File: config.mk
export PLATFORM = sky130hd
export DESIGN_NAME = seq_alu
export DESIGN_NICKNAME = d
export VERILOG_FILES = /design/src/rtl/seq_alu.sv
export SDC_FILE = /design/constraint.sdc
export NUM_CORES = 1
export LEC_CHECK = 0
export CORE_ASPECT_RATIO = 0.8
export CORE_MARGIN = 2
export CORE_UTILIZATION = 60
export CTS_BUF_LIST = sky130_fd_sc_hd__clkbuf_4 sky130_fd_sc_hd__clkbuf_8
export DETAILED_ROUTE_END_ITERATION = 10
export HOLD_SLACK_MARGIN = 0.03
export PLACE_DENSITY = 0.82
export SYNTH_ARGS = -nofsm -noshare
export SYNTH_HDL_FRONTEND = slang
export SYNTH_SLANG_ARGS = --single-unit
File: constraint.sdc
create_clock -name i_clk -period 6.6 [get_ports i_clk]
set_input_delay 1.32 -clock i_clk [delete_from_list [all_inputs] [get_ports i_clk]]
set_output_delay 1.32 -clock i_clk [all_outputs]
set_load 0.01 [all_outputs]
File: src/rtl/seq_alu.sv
// ---------------------------------------------------------------------------
// seq_alu -- sequential ALU with a single-request handshake.
//
// Accepts one request when idle. Single-step ops finish on the next edge.
// Unsigned multiply (op 100) runs shift-add over m edges. Results and status
// flags are registered and held until the next completion.
//
// Ports
//   i_clk, i_rst        : clock, asynchronous active-high reset
//   i_valid             : request strobe, sampled only while o_ready=1
//   i_op[2:0]           : operation code
//   i_argA, i_argB[m]   : operands, latched on acceptance
//   o_ready             : idle and able to accept
//   o_valid             : one-cycle completion pulse
//   o_result[m]         : registered result
//   o_status[3:0]       : {all ones, even parity, result MSB, error/overflow}
// ---------------------------------------------------------------------------
module seq_alu #(
    parameter int m = 8
) (
    input  logic         i_clk,
    input  logic         i_rst,
    input  logic         i_valid,
    input  logic [2:0]   i_op,
    input  logic [m-1:0] i_argA,
    input  logic [m-1:0] i_argB,
    output logic         o_ready,
    output logic         o_valid,
    output logic [m-1:0] o_result,
    output logic [3:0]   o_status
);

    localparam int CW = $clog2(m);
    localparam logic [CW-1:0] LAST = CW'(m - 1);

    typedef enum logic [1:0] {S_IDLE, S_EXEC, S_MUL} state_t;

    state_t             state_q, state_d;
    logic [2:0]         op_q, op_d;
    logic [m-1:0]       a_q, a_d;
    logic [m-1:0]       b_q, b_d;           // also the multiplier shift register
    logic [2*m-1:0]     acc_q, acc_d;       // 2m-bit partial-product sum
    logic [2*m-1:0]     mcand_q, mcand_d;   // multiplicand shifted left per step
    logic [CW-1:0]      cnt_q, cnt_d;
    logic [m-1:0]       result_q, result_d;
    logic [3:0]         status_q, status_d;
    logic               valid_q, valid_d;

    logic [m-1:0]       alu_res;
    logic               alu_err;
    logic [2*m-1:0]     acc_nxt;

    // Status flags always derive from the value actually written to o_result.
    function automatic logic [3:0] mk_status(input logic [m-1:0] r, input logic err);
        return {&r, ~^r, r[m-1], err};
    endfunction

    // Single-step datapath, operating on the latched request only.
    always_comb begin
        logic [m-1:0] diff;
        logic [m-1:0] mask;
        logic [m-1:0] mag;
        alu_res = '0;
        alu_err = 1'b0;
        diff    = a_q - b_q;
        // A shift amount >= m yields an all-zero mask, which both leaves A
        // unchanged and flags the out-of-range bit index.
        mask    = {{(m-1){1'b0}}, 1'b1} << b_q;
        mag     = {1'b0, a_q[m-2:0]};
        case (op_q)
            3'b000: begin
                alu_res = diff;
                alu_err = (a_q[m-1] != b_q[m-1]) && (diff[m-1] != a_q[m-1]);
            end
            3'b001: alu_res = {{(m-1){1'b0}}, ($signed(a_q) < $signed(b_q))};
            3'b010: begin
                alu_res = a_q & ~mask;
                alu_err = (mask == '0);
            end
            // Negative zero falls out naturally: -(0) is 0.
            3'b011: alu_res = a_q[m-1] ? (~mag + 1'b1) : a_q;
            default: begin
                alu_res = '0;
                alu_err = 1'b1;
            end
        endcase
    end

    assign acc_nxt = acc_q + (b_q[0] ? mcand_q : '0);

    always_comb begin
        state_d  = state_q;
        op_d     = op_q;
        a_d      = a_q;
        b_d      = b_q;
        acc_d    = acc_q;
        mcand_d  = mcand_q;
        cnt_d    = cnt_q;
        result_d = result_q;
        status_d = status_q;
        valid_d  = 1'b0;
        case (state_q)
            S_IDLE: begin
                if (i_valid) begin
                    op_d = i_op;
                    a_d  = i_argA;
                    b_d  = i_argB;
                    if (i_op == 3'b100) begin
                        state_d = S_MUL;
                        acc_d   = '0;
                        mcand_d = {{m{1'b0}}, i_argA};
                        cnt_d   = '0;
                    end else begin
                        state_d = S_EXEC;
                    end
                end
            end
            S_EXEC: begin
                state_d  = S_IDLE;
                valid_d  = 1'b1;
                result_d = alu_res;
                status_d = mk_status(alu_res, alu_err);
            end
            S_MUL: begin
                acc_d   = acc_nxt;
                mcand_d = mcand_q << 1;
                b_d     = b_q >> 1;
                cnt_d   = cnt_q + 1'b1;
                if (cnt_q == LAST) begin
                    state_d  = S_IDLE;
                    valid_d  = 1'b1;
                    result_d = acc_nxt[m-1:0];
                    status_d = mk_status(acc_nxt[m-1:0], |acc_nxt[2*m-1:m]);
                end
            end
            default: state_d = S_IDLE;
        endcase
    end

    always_ff @(posedge i_clk or posedge i_rst) begin
        if (i_rst) begin
            state_q  <= S_IDLE;
            op_q     <= '0;
            a_q      <= '0;
            b_q      <= '0;
            acc_q    <= '0;
            mcand_q  <= '0;
            cnt_q    <= '0;
            result_q <= '0;
            status_q <= '0;
            valid_q  <= 1'b0;
        end else begin
            state_q  <= state_d;
            op_q     <= op_d;
            a_q      <= a_d;
            b_q      <= b_d;
            acc_q    <= acc_d;
            mcand_q  <= mcand_d;
            cnt_q    <= cnt_d;
            result_q <= result_d;
            status_q <= status_d;
            valid_q  <= valid_d;
        end
    end

    assign o_ready  = (state_q == S_IDLE);
    assign o_valid  = valid_q;
    assign o_result = result_q;
    assign o_status = status_q;

endmodule

==> out/qor.txt, run 1 <==
CP top delay family: compound AO/OA/AOI/OAI gates
Worst-Skew Late Latency: 0.35 ns
post-CTS setup buffers: 0
Placed Cells: 634
clock-pin slew on the worst setup and hold paths: 0.08 ns
Worst setup SP type: flip-flop
cell at the root of the clock tree: clkbuf_8
vias in the first global route: 3623
Worst Setup SP: b_q[0]
final setup vio count: 0
DRT Wirelength: 10850 um
Rows: 28
CP cell instances: ha_1, inv_1, fa_1, a21o_1, a21oi_1, o21bai_1, a21oi_1, xnor2_1, o22ai_1, ha_1, xnor2_1, xnor2_1, o211ai_1, o21a_1
vias per cell: 6.069
Yosys cell types: 54
Die Area: 8207 sq um
Post-Syn Area: 4497 sq um
DR iter-0 viols: 277
Worst Path Arrival: 3.75 ns
antenna violations before repair: 0
die height: 81.43 um
Max Freq: 285.0 MHz
grt met2 use: 43.67%
CP max-delay cell: dfrtp_1
core area: 7322 sq um
Avg Synthesized Cell Area: 8.501 sq um
Vias: 3945
Layout area overhead: 13.75%
final net count: 616
antenna viol nets, final: 0
crit share post-route: 53.16%
Syn Nets: 590
total CTS buffers: 9
clock skew: 0.008787 ns
PortBufs: 35
pin count of the biggest net entering global routing: 69
Place WS: 3.122 ns
first-pass GRT wire length: 17730 um
Slew headroom: 43.55%
min-delay src: o_result[0]
hold crit path type: flip-flop to flip-flop
Final Critical Period: 3.509 ns
Setup TNS: 0 ns
Initial Utilization: 61.41%
sequential fraction of the synthesis area: 37.84%
global-route track usage on met1: 39.19%
Worst IR Drop VDD: 0.2041 mV
hold_buf cts: 0
Worst setup EP type: flip-flop
Hold Crit Endpoint: o_result[0]
CTS resizes: 0
GR Layer Usage met3: 6.213%
CP bufs+invs: 1
max-cap violations: 0
Cells after Synth: 529
I/O pins: 36
Hold Vio Cnt, Final: 0
grt peak-use layer: met2
H-tree Lvls: 3
GRT Overall Usage: 27.98%
unrepaired setup endpoints after global routing: false
First-pass DRT Iterations: 6
#FFs+latches synth: 68
Worst-Margin Slew: 0.8467 ns
run status: finished, final reports clean
Die Width: 100.8 um
TritonCTS Sinks: 68
CP max stage delay: 0.76 ns
layout cells sized above 1: 4.464%
CTS tree: done
warnings from Yosys: 0
Post-synth EDFFs: 0
setup slack, reg-to-reg: 3.09 ns
Finished Layout Cells: 650
post-route setup slack: 3.091 ns
gr ovfl total: 0
dpl hpwl: 7974 um
Critical Path Most Common Cell: xnor2_1
Fillers: 578
Worst EP required: 6.84 ns
n_diodes: 0
wire per inst: 16.68 um
Static Leak: 2.335 nW
pwr/cell area: 449.8 nW/um^2
Reg2Reg Depth: 14
worst hold slack: 0.4777 ns
Worst Path Max Fanout: 22
DRC violations left: 0
Most used DFF post-synth: dfrtp_1
Final Max Tran Viols: 0
r2r endpoint: o_status[2]
clock tree buffer depth: 2
hold depth: 2
Async S/R FF share, synth: 100.0%
r2r startpoint: b_q[0]
Setup CP Type: flip-flop to flip-flop
gp weighted congestion: 1.004
[per-stage QoR]
step / util (%) / area [sq um] / total power [mW]
floorplan: - / 4497 / 1.602
detailed placement: 67.11 / 4913 / 1.929
global route: 69.86 / 5115 / 2.480
global placement: 67.11 / 4913 / 1.884
finish: 69.86 / 5115 / 2.301
CTS: 69.86 / 5115 / 2.293
[synthesized netlist by cell type (2+ instances only)]
cell type  instances  area (sq um)
buf_1              3         11.26
nor2_1            21         78.83
and4_1             4         35.03
xnor2_1           17         148.9
nand3_1            9         45.04
nor2b_1            6         37.54
a21oi_1           24         120.1
a22o_1             2         17.52
o221ai_1           3         26.28
a32o_1             2         20.02
or3_1              5         31.28
o31ai_1            2         15.01
o41ai_1            2         17.52
o22ai_1           14         87.58
nand2b_1           3         18.77
mux2i_1            7         70.07
and2_1            18         112.6
clkbuf_1          20         75.07
inv_1             20         75.07
and3_1             3         18.77
a21boi_0           9         67.56
fa_1               2         40.04
nand2_1          110         412.9
o211ai_1           3         22.52
a21o_1             5         37.54
ha_1              37         462.9
a31oi_1            5         31.28
o21bai_1           3         22.52
xor2_1            13         113.9
o21ai_0           52         260.3
nand4_1            3         18.77
nor3_1             8         40.04
o21ai_1            6         30.03
dfrtp_1           68          1702
[flip-flops by register name, summed over array words and instances, names as in the netlist]
signal / count
a_q: 8
acc_q: 16
b_q: 8
cnt_q: 3
mcand_q: 16
o_result: 7
o_status: 4
o_valid: 1
op_q: 3
state_q: 2
[cell type report]
class | instances | area [sq um] | share of cell area (%)
Multi-Input combinational cell | 417 | 2644 | 51.69
Clock buffer | 10 | 137.6 | 2.691
Tap cell | 90 | 112.6 | 2.202
Timing Repair Buffer | 39 | 380.4 | 7.436
Inverter | 20 | 75.07 | 1.468
Clock inverter | 6 | 63.81 | 1.248
Sequential cell | 68 | 1702 | 33.27
[how the worst max path moves through the flow]
stage,slack (ns),to,depth (start not counted)
2_1_floorplan,3.57,a_q[0],1
3_3_place_gp,3.23,acc_q[13],6
3_5_place_dp,3.12,cnt_q[0],6
4_1_cts,3.12,o_status[2],14
5_1_grt,2.79,o_status[2],14
6_report,3.09,o_status[2],14
[tightest hold or removal path, cell delays in order, from the launching register on]
cell	delay, ns
dfrtp_1	0.35
nand2_1	0.04
o21ai_0	0.05
[power by group]
| group | switching (mW) | internal [mW] |
|---|---|---|
| registers | 0.160 | 0.555 |
| clock network | 0.168 | 0.184 |
| logic | 0.665 | 0.568 |
| total | 0.993 | 1.31 |
[cell families (layout without fill, tap and decap cells)]
kind of cell               Yosys count  count (layout)  share of synthesized area, %
and+or+nand+nor                    194             194                         19.51
xor gates and xnor gates            30              30                         5.843
AOI/OAI and AO/OA                  147             147                         20.31
muxes                                7               7                         1.558
DFF                                 68              68                         37.84
buffers and inverters               44              75                         3.756
adders and majority gates           39              39                         11.19
[layer usage]
layer  up-vias  wire [um]
li1       1923          -
met1      1860       5113
met2       150       4892
met3        12        740
met4         0         98
met5         -          0
[cells in the final DEF, fill, tap and decap left out, drive strengths merged, types with 8 or more instances in the layout]
cell type / instances
a21boi: 9
a21oi: 24
and2: 18
clkbuf: 10
clkdlybuf4s50: 35
dfrtp: 68
ha: 37
inv: 20
nand2: 110
nand3: 9
nor2: 21
nor3: 8
o21ai: 59
o22ai: 14
xnor2: 17
xor2: 13
Note: power is estimated with default switching activity, not from simulation.
==> run 2: changes to the inputs <==
- clock period: 6.6 -> 3.3 ns (I/O delays scaled with it)
==> out/qor.txt, run 2 (same netlist as run 1, synthesis figures left out) <==
run status: finished, final reports clean
commonest non-fill, non-tap cells in the layout: 110 x nand2_1, 67 x dfrtp_1, 52 x o21ai_0, 37 x ha_1, 35 x clkdlybuf4s50_1
r2r startpoint: b_q[0]
crit share post-route: 93.89%
H-tree Lvls: 3
unrepaired setup endpoints after global routing: false
Setup CP Type: flip-flop to flip-flop
Layout area overhead: 15.58%
n_diodes: 0
pin count of the biggest net entering global routing: 69
Hold Vio Cnt, Final: 0
Max Freq: 322.8 MHz
CTS tree: done
dpl hpwl: 8376 um
core area: 7322 sq um
Setup TNS: 0 ns
Initial Utilization: 61.41%
antenna viol nets, final: 0
vias in the first global route: 3728
clock skew: 0.01030 ns
Fillers: 584
hold_buf cts: 0
PortBufs: 35
Worst-Margin Slew: 0.6737 ns
hold depth: 2
Static Leak: 2.375 nW
GRT Overall Usage: 29.36%
max-cap violations: 0
Placed Cells: 636
clock-pin slew on the worst setup and hold paths: 0.08 ns
DRC violations left: 0
vias per cell: 6.183
I/O pins: 36
DR iter-0 viols: 235
Vias: 4031
hold crit path type: flip-flop to flip-flop
final setup vio count: 0
sequential cell area: 1703 sq um
wire per inst: 17.50 um
Worst-Skew Late Latency: 0.36 ns
Die Width: 100.8 um
gr ovfl total: 0
TritonCTS Sinks: 68
Die Area: 8207 sq um
CTS resizes: 0
Hold Crit Endpoint: o_result[2]
total CTS buffers: 9
Reg2Reg Depth: 11
Finished Layout Cells: 652
min-delay src: o_result[2]
post-CTS setup buffers: 0
Largest regs: acc_q: 16 flops, mcand_q: 16 flops
Rows: 28
gp weighted congestion: 0.9328
Final Max Tran Viols: 0
first-pass GRT wire length: 18540 um
Worst Path Max Fanout: 15
pwr/cell area: 916.5 nW/um^2
Worst setup SP type: flip-flop
setup slack, reg-to-reg: 0.20 ns
die height: 81.43 um
Final Critical Period: 3.098 ns
layout cells sized above 1: 5.516%
Worst IR Drop VDD: 0.4470 mV
final net count: 618
Slew headroom: 54.99%
clock tree buffer depth: 2
First-pass DRT Iterations: 5
DRT Wirelength: 11410 um
r2r endpoint: o_status[0]
antenna violations before repair: 0
cell at the root of the clock tree: clkbuf_8
Worst setup EP type: flip-flop
area of the multi-input gates: 2659 sq um
Worst EP required: 3.51 ns
most common cell after layout, fill and taps aside: nand2_1
Worst Path Arrival: 3.31 ns
[run 2: cell count changes in the layout (fill, tap and decap cells not counted), sizes merged]
cell	change
buf	+2
bufinv	+1
clkinv	-3
clkinvlp	-1
clkbuf	+3
[run 2: metrics by stage]
stage / total power, mW / cell area, sq um / hold slack, ns / setup WS [ns] / utilization (%)
floorplan: 3.203 / 4497 / 0.4497 / 0.4068 / -
global placement: 3.807 / 4941 / 0.4633 / 0.2232 / 67.48
detailed placement: 3.883 / 4941 / 0.4717 / 0.1560 / 67.48
CTS: 4.736 / 5181 / 0.4898 / 0.1453 / 70.76
global route: 5.130 / 5197 / 0.5138 / 0.01260 / 70.98
finish: 4.764 / 5197 / 0.4841 / 0.2018 / 70.98
[run 2: critical path, cell delays in order (launching register included)]
cell,delay (ns)
dfrtp_2,0.48
buf_4,0.22
and2_1,0.20
fa_1,0.44
a21o_1,0.19
nand3_1,0.13
a311oi_1,0.13
or3_1,0.38
a41oi_2,0.24
xor2_1,0.21
and4_1,0.21
a41oi_1,0.12
[run 2: final cells by class]
| cell class | instances | area share, % |
|---|---|---|
| clock buffers | 13 | 3.322 |
| inverters | 20 | 1.444 |
| flip-flops and latches | 68 | 32.76 |
| repair buffers | 41 | 7.848 |
| well taps | 90 | 2.167 |
| multi-input cells | 417 | 51.16 |
| clock inverters | 3 | 1.300 |
[run 2: report_power, final]
part / total [mW] / leakage [nW] / internal, mW / switching (mW)
sequential: 1.42 / 0.874 / 1.11 / 0.307
clock: 0.833 / 0.119 / 0.496 / 0.336
combinational: 2.51 / 1.38 / 1.16 / 1.36
total: 4.76 / 2.38 / 2.76 / 2.00
[run 2: how the worst max path moves through the flow]
stage,startpoint,end
after floorplan,b_q[1],o_status[2]
after global placement,b_q[0],o_status[2]
after detailed placement,b_q[0],o_status[2]
after CTS,b_q[0],o_status[2]
after global routing,b_q[0],o_status[2]
final,b_q[0],o_status[0]
[run 2: routing by layer]
metal / up-vias / part of all wire [%] / wire length [um] / GRT usage (%)
met3: 19 / 6.2 / 705 / 6.043
met5: - / 0 / 0 / 0
met2: 149 / 44 / 4999 / 44.33
li1: 1917 / - / - / -
met4: 0 / 1.6 / 186 / 7.671
met1: 1946 / 48 / 5518 / 43.22
==> run 3: changes to the inputs <==
- ABC_AREA: not set -> 1
- CTS_CLUSTER_SIZE: not set -> 28
- DONT_BUFFER_PORTS: not set -> 1
- PLACE_DENSITY: 0.82 -> 0.76
==> out/qor.txt, run 3 <==
pwr/cell area: 886.2 nW/um^2
CP max-delay cell: dfrtp_1
Setup CP Type: flip-flop to flip-flop
first-pass GRT wire length: 21760 um
Slew headroom: 41.85%
r2r endpoint: o_status[2]
vias per cell: 5.650
max-cap violations: 0
post-synthesis mux area share: 0.4481%
warnings from Yosys: 0
antenna violations before repair: 0
most frequent cell after synthesis: nand2_1
Reg2Reg Depth: 15
post-synthesis xor/xnor area fraction: 2.415%
r2r startpoint: b_q[0]
GRT Overall Usage: 30.83%
unrepaired setup endpoints after global routing: false
Syn Nets: 763
Initial Utilization: 62.68%
commonest non-fill, non-tap cells in the layout: 224 x nand2_1, 98 x inv_1, 68 x dfrtp_1, 53 x nor2_1, 44 x nand3_1
#FFs+latches synth: 68
M1 wire length: 6194 um
Worst-Skew Late Latency: 0.37 ns
Worst Path Arrival: 3.19 ns
hold crit path type: primary input to flip-flop
CP top delay family: adder cells
run status: finished, final reports clean
sequential fraction of the synthesis area: 33.86%
Largest regs: acc_q: 16 flops, mcand_q: 16 flops
Post-synth EDFFs: 0
Yosys cell types: 46
TritonCTS Sinks: 68
Synth top cells by count: 224 x nand2_1, 99 x inv_1, 68 x dfrtp_1
final setup vio count: 0
CP bufs+invs: 1
Cells after Synth: 702
crit share post-route: 88.18%
Post-Syn Area: 5026 sq um
Async S/R FF share, synth: 100.0%
post-synth top area cell: dfrtp_1
Avg Synthesized Cell Area: 7.160 sq um
clock skew: 0.01128 ns
wire per inst: 15.98 um
H-tree Lvls: 3
Worst IR Drop VDD: 0.6329 mV
simple-gate share of the synthesized area: 29.77%
n_diodes: 0
Die Width: 106.3 um
dpl hpwl: 10030 um
most common cell after layout, fill and taps aside: nand2_1
top cells by area, synth: dfrtp_1 34%, nand2_1 17%, ha_1 9.2%, inv_1 7.4%, nand3_1 4.4%
Setup TNS: 0 ns
CTS resizes: 0
Fillers: 734
DRT Wirelength: 12980 um
DR iter-0 viols: 393
crit path to: o_status[2]
post-synthesis adder-cell area fraction: 10.01%
total CTS buffers: 9
layout cells sized above 1: 7.386%
post-route setup slack: 0.3899 ns
main combinational cell family by area after synthesis: simple AND/OR/NAND/NOR gates
core area: 8019 sq um
post-synthesis compound-gate area fraction: 13.67%
Worst setup EP type: flip-flop
Worst Setup SP: b_q[0]
Most used DFF post-synth: dfrtp_1
Die Area: 9129 sq um
antenna viol nets, final: 0
gp weighted congestion: 1.052
cell at the root of the clock tree: clkbuf_8
setup slack, reg-to-reg: 0.39 ns
die height: 85.86 um
Worst setup SP type: flip-flop
Place WS: 0.4606 ns
pin count of the biggest net entering global routing: 69
metal3 WL: 1345 um
I/O pins: 36
Layout area overhead: 5.676%
met2 WL post-DR: 5267 um
DRC violations left: 0
clock-pin slew on the worst setup and hold paths: 0.08 ns
gr ovfl total: 0
vias in the first global route: 4372
hold_buf cts: 0
Worst Path Max Fanout: 11
Yosys top cell area share: 33.86%
Static Leak: 2.848 nW
Hold Vio Cnt, Final: 0
CP max stage delay: 0.56 ns
Final Critical Period: 2.910 ns
Rows: 29
Critical Path Most Common Cell: nand2_1
Final Max Tran Viols: 0
PortBufs: 0
CTS tree: done
Worst EP required: 3.58 ns
CP cell instances: ha_1, inv_1, fa_1, nand2_1, nand2_1, nand2_1, nand2_1, or2_2, nand3_1, nand3_1, ha_1, xor2_1, a21oi_1, o21ai_0, a31oi_1
clock tree buffer depth: 2
Critical Path Stages: 15
highest metal used: met4
Worst-Margin Slew: 0.8723 ns
Max Freq: 343.6 MHz
final net count: 760
hold depth: 2
post-CTS setup buffers: 0
Vias: 4588
First-pass DRT Iterations: 5
run 3: layer usage:
layer,vias to the layer above,GRT usage (%)
met5,-,0
met4,0,6.459
met3,16,9.043
met2,187,44.70
met1,2122,45.84
li1,2263,-
run 3: final cells by class:
type | instances | area, sq um | area share [%]
Inverter | 104 | 392.9 | 7.397
Sequential cell | 68 | 1702 | 32.04
Clock inverter | 7 | 82.58 | 1.555
Timing Repair Buffer | 6 | 45.04 | 0.8481
Clock buffer | 9 | 123.9 | 2.332
Tap cell | 108 | 135.1 | 2.544
Multi-Input combinational cell | 510 | 2830 | 53.29
run 3: power by group:
group | switching [mW] | internal (mW)
Combinational | 1.62 | 0.909
Sequential | 0.351 | 1.10
Clock | 0.371 | 0.359
Total | 2.34 | 2.37
run 3: metrics by stage:
| stage | cells | utilization [%] | hold WS [ns] | instance area [sq um] | total power [mW] |
|---|---|---|---|---|---|
| after floorplan | 702 | - | 0.4530 | 5026 | 3.316 |
| after global placement | 796 | 63.66 | 0.4719 | 5105 | 3.854 |
| after detailed placement | 796 | 63.66 | 0.4762 | 5105 | 3.923 |
| after CTS | 812 | 66.24 | 0.4118 | 5311 | 4.665 |
| after global routing | 812 | 66.24 | 0.4307 | 5311 | 5.104 |
| final | 812 | 66.24 | 0.4217 | 5311 | 4.707 |
run 3: worst min-delay path by stage:
stage,startpoint,end,slack [ns]
CTS,i_op[1],op_q[1],0.41
detailed placement,acc_q[9],acc_q[9],0.48
global placement,a_q[0],a_q[0],0.47
floorplan,a_q[0],a_q[0],0.45
finish,i_op[1],op_q[1],0.42
global route,i_argA[6],a_q[6],0.43
run 3: cell families after synthesis:
group,count (synthesis)
buffers and inverters,124
AOI/OAI and AO/OA,104
adders and majority gates,39
and+or+nand+nor,352
DFF,68
xor gates and xnor gates,13
muxes,2
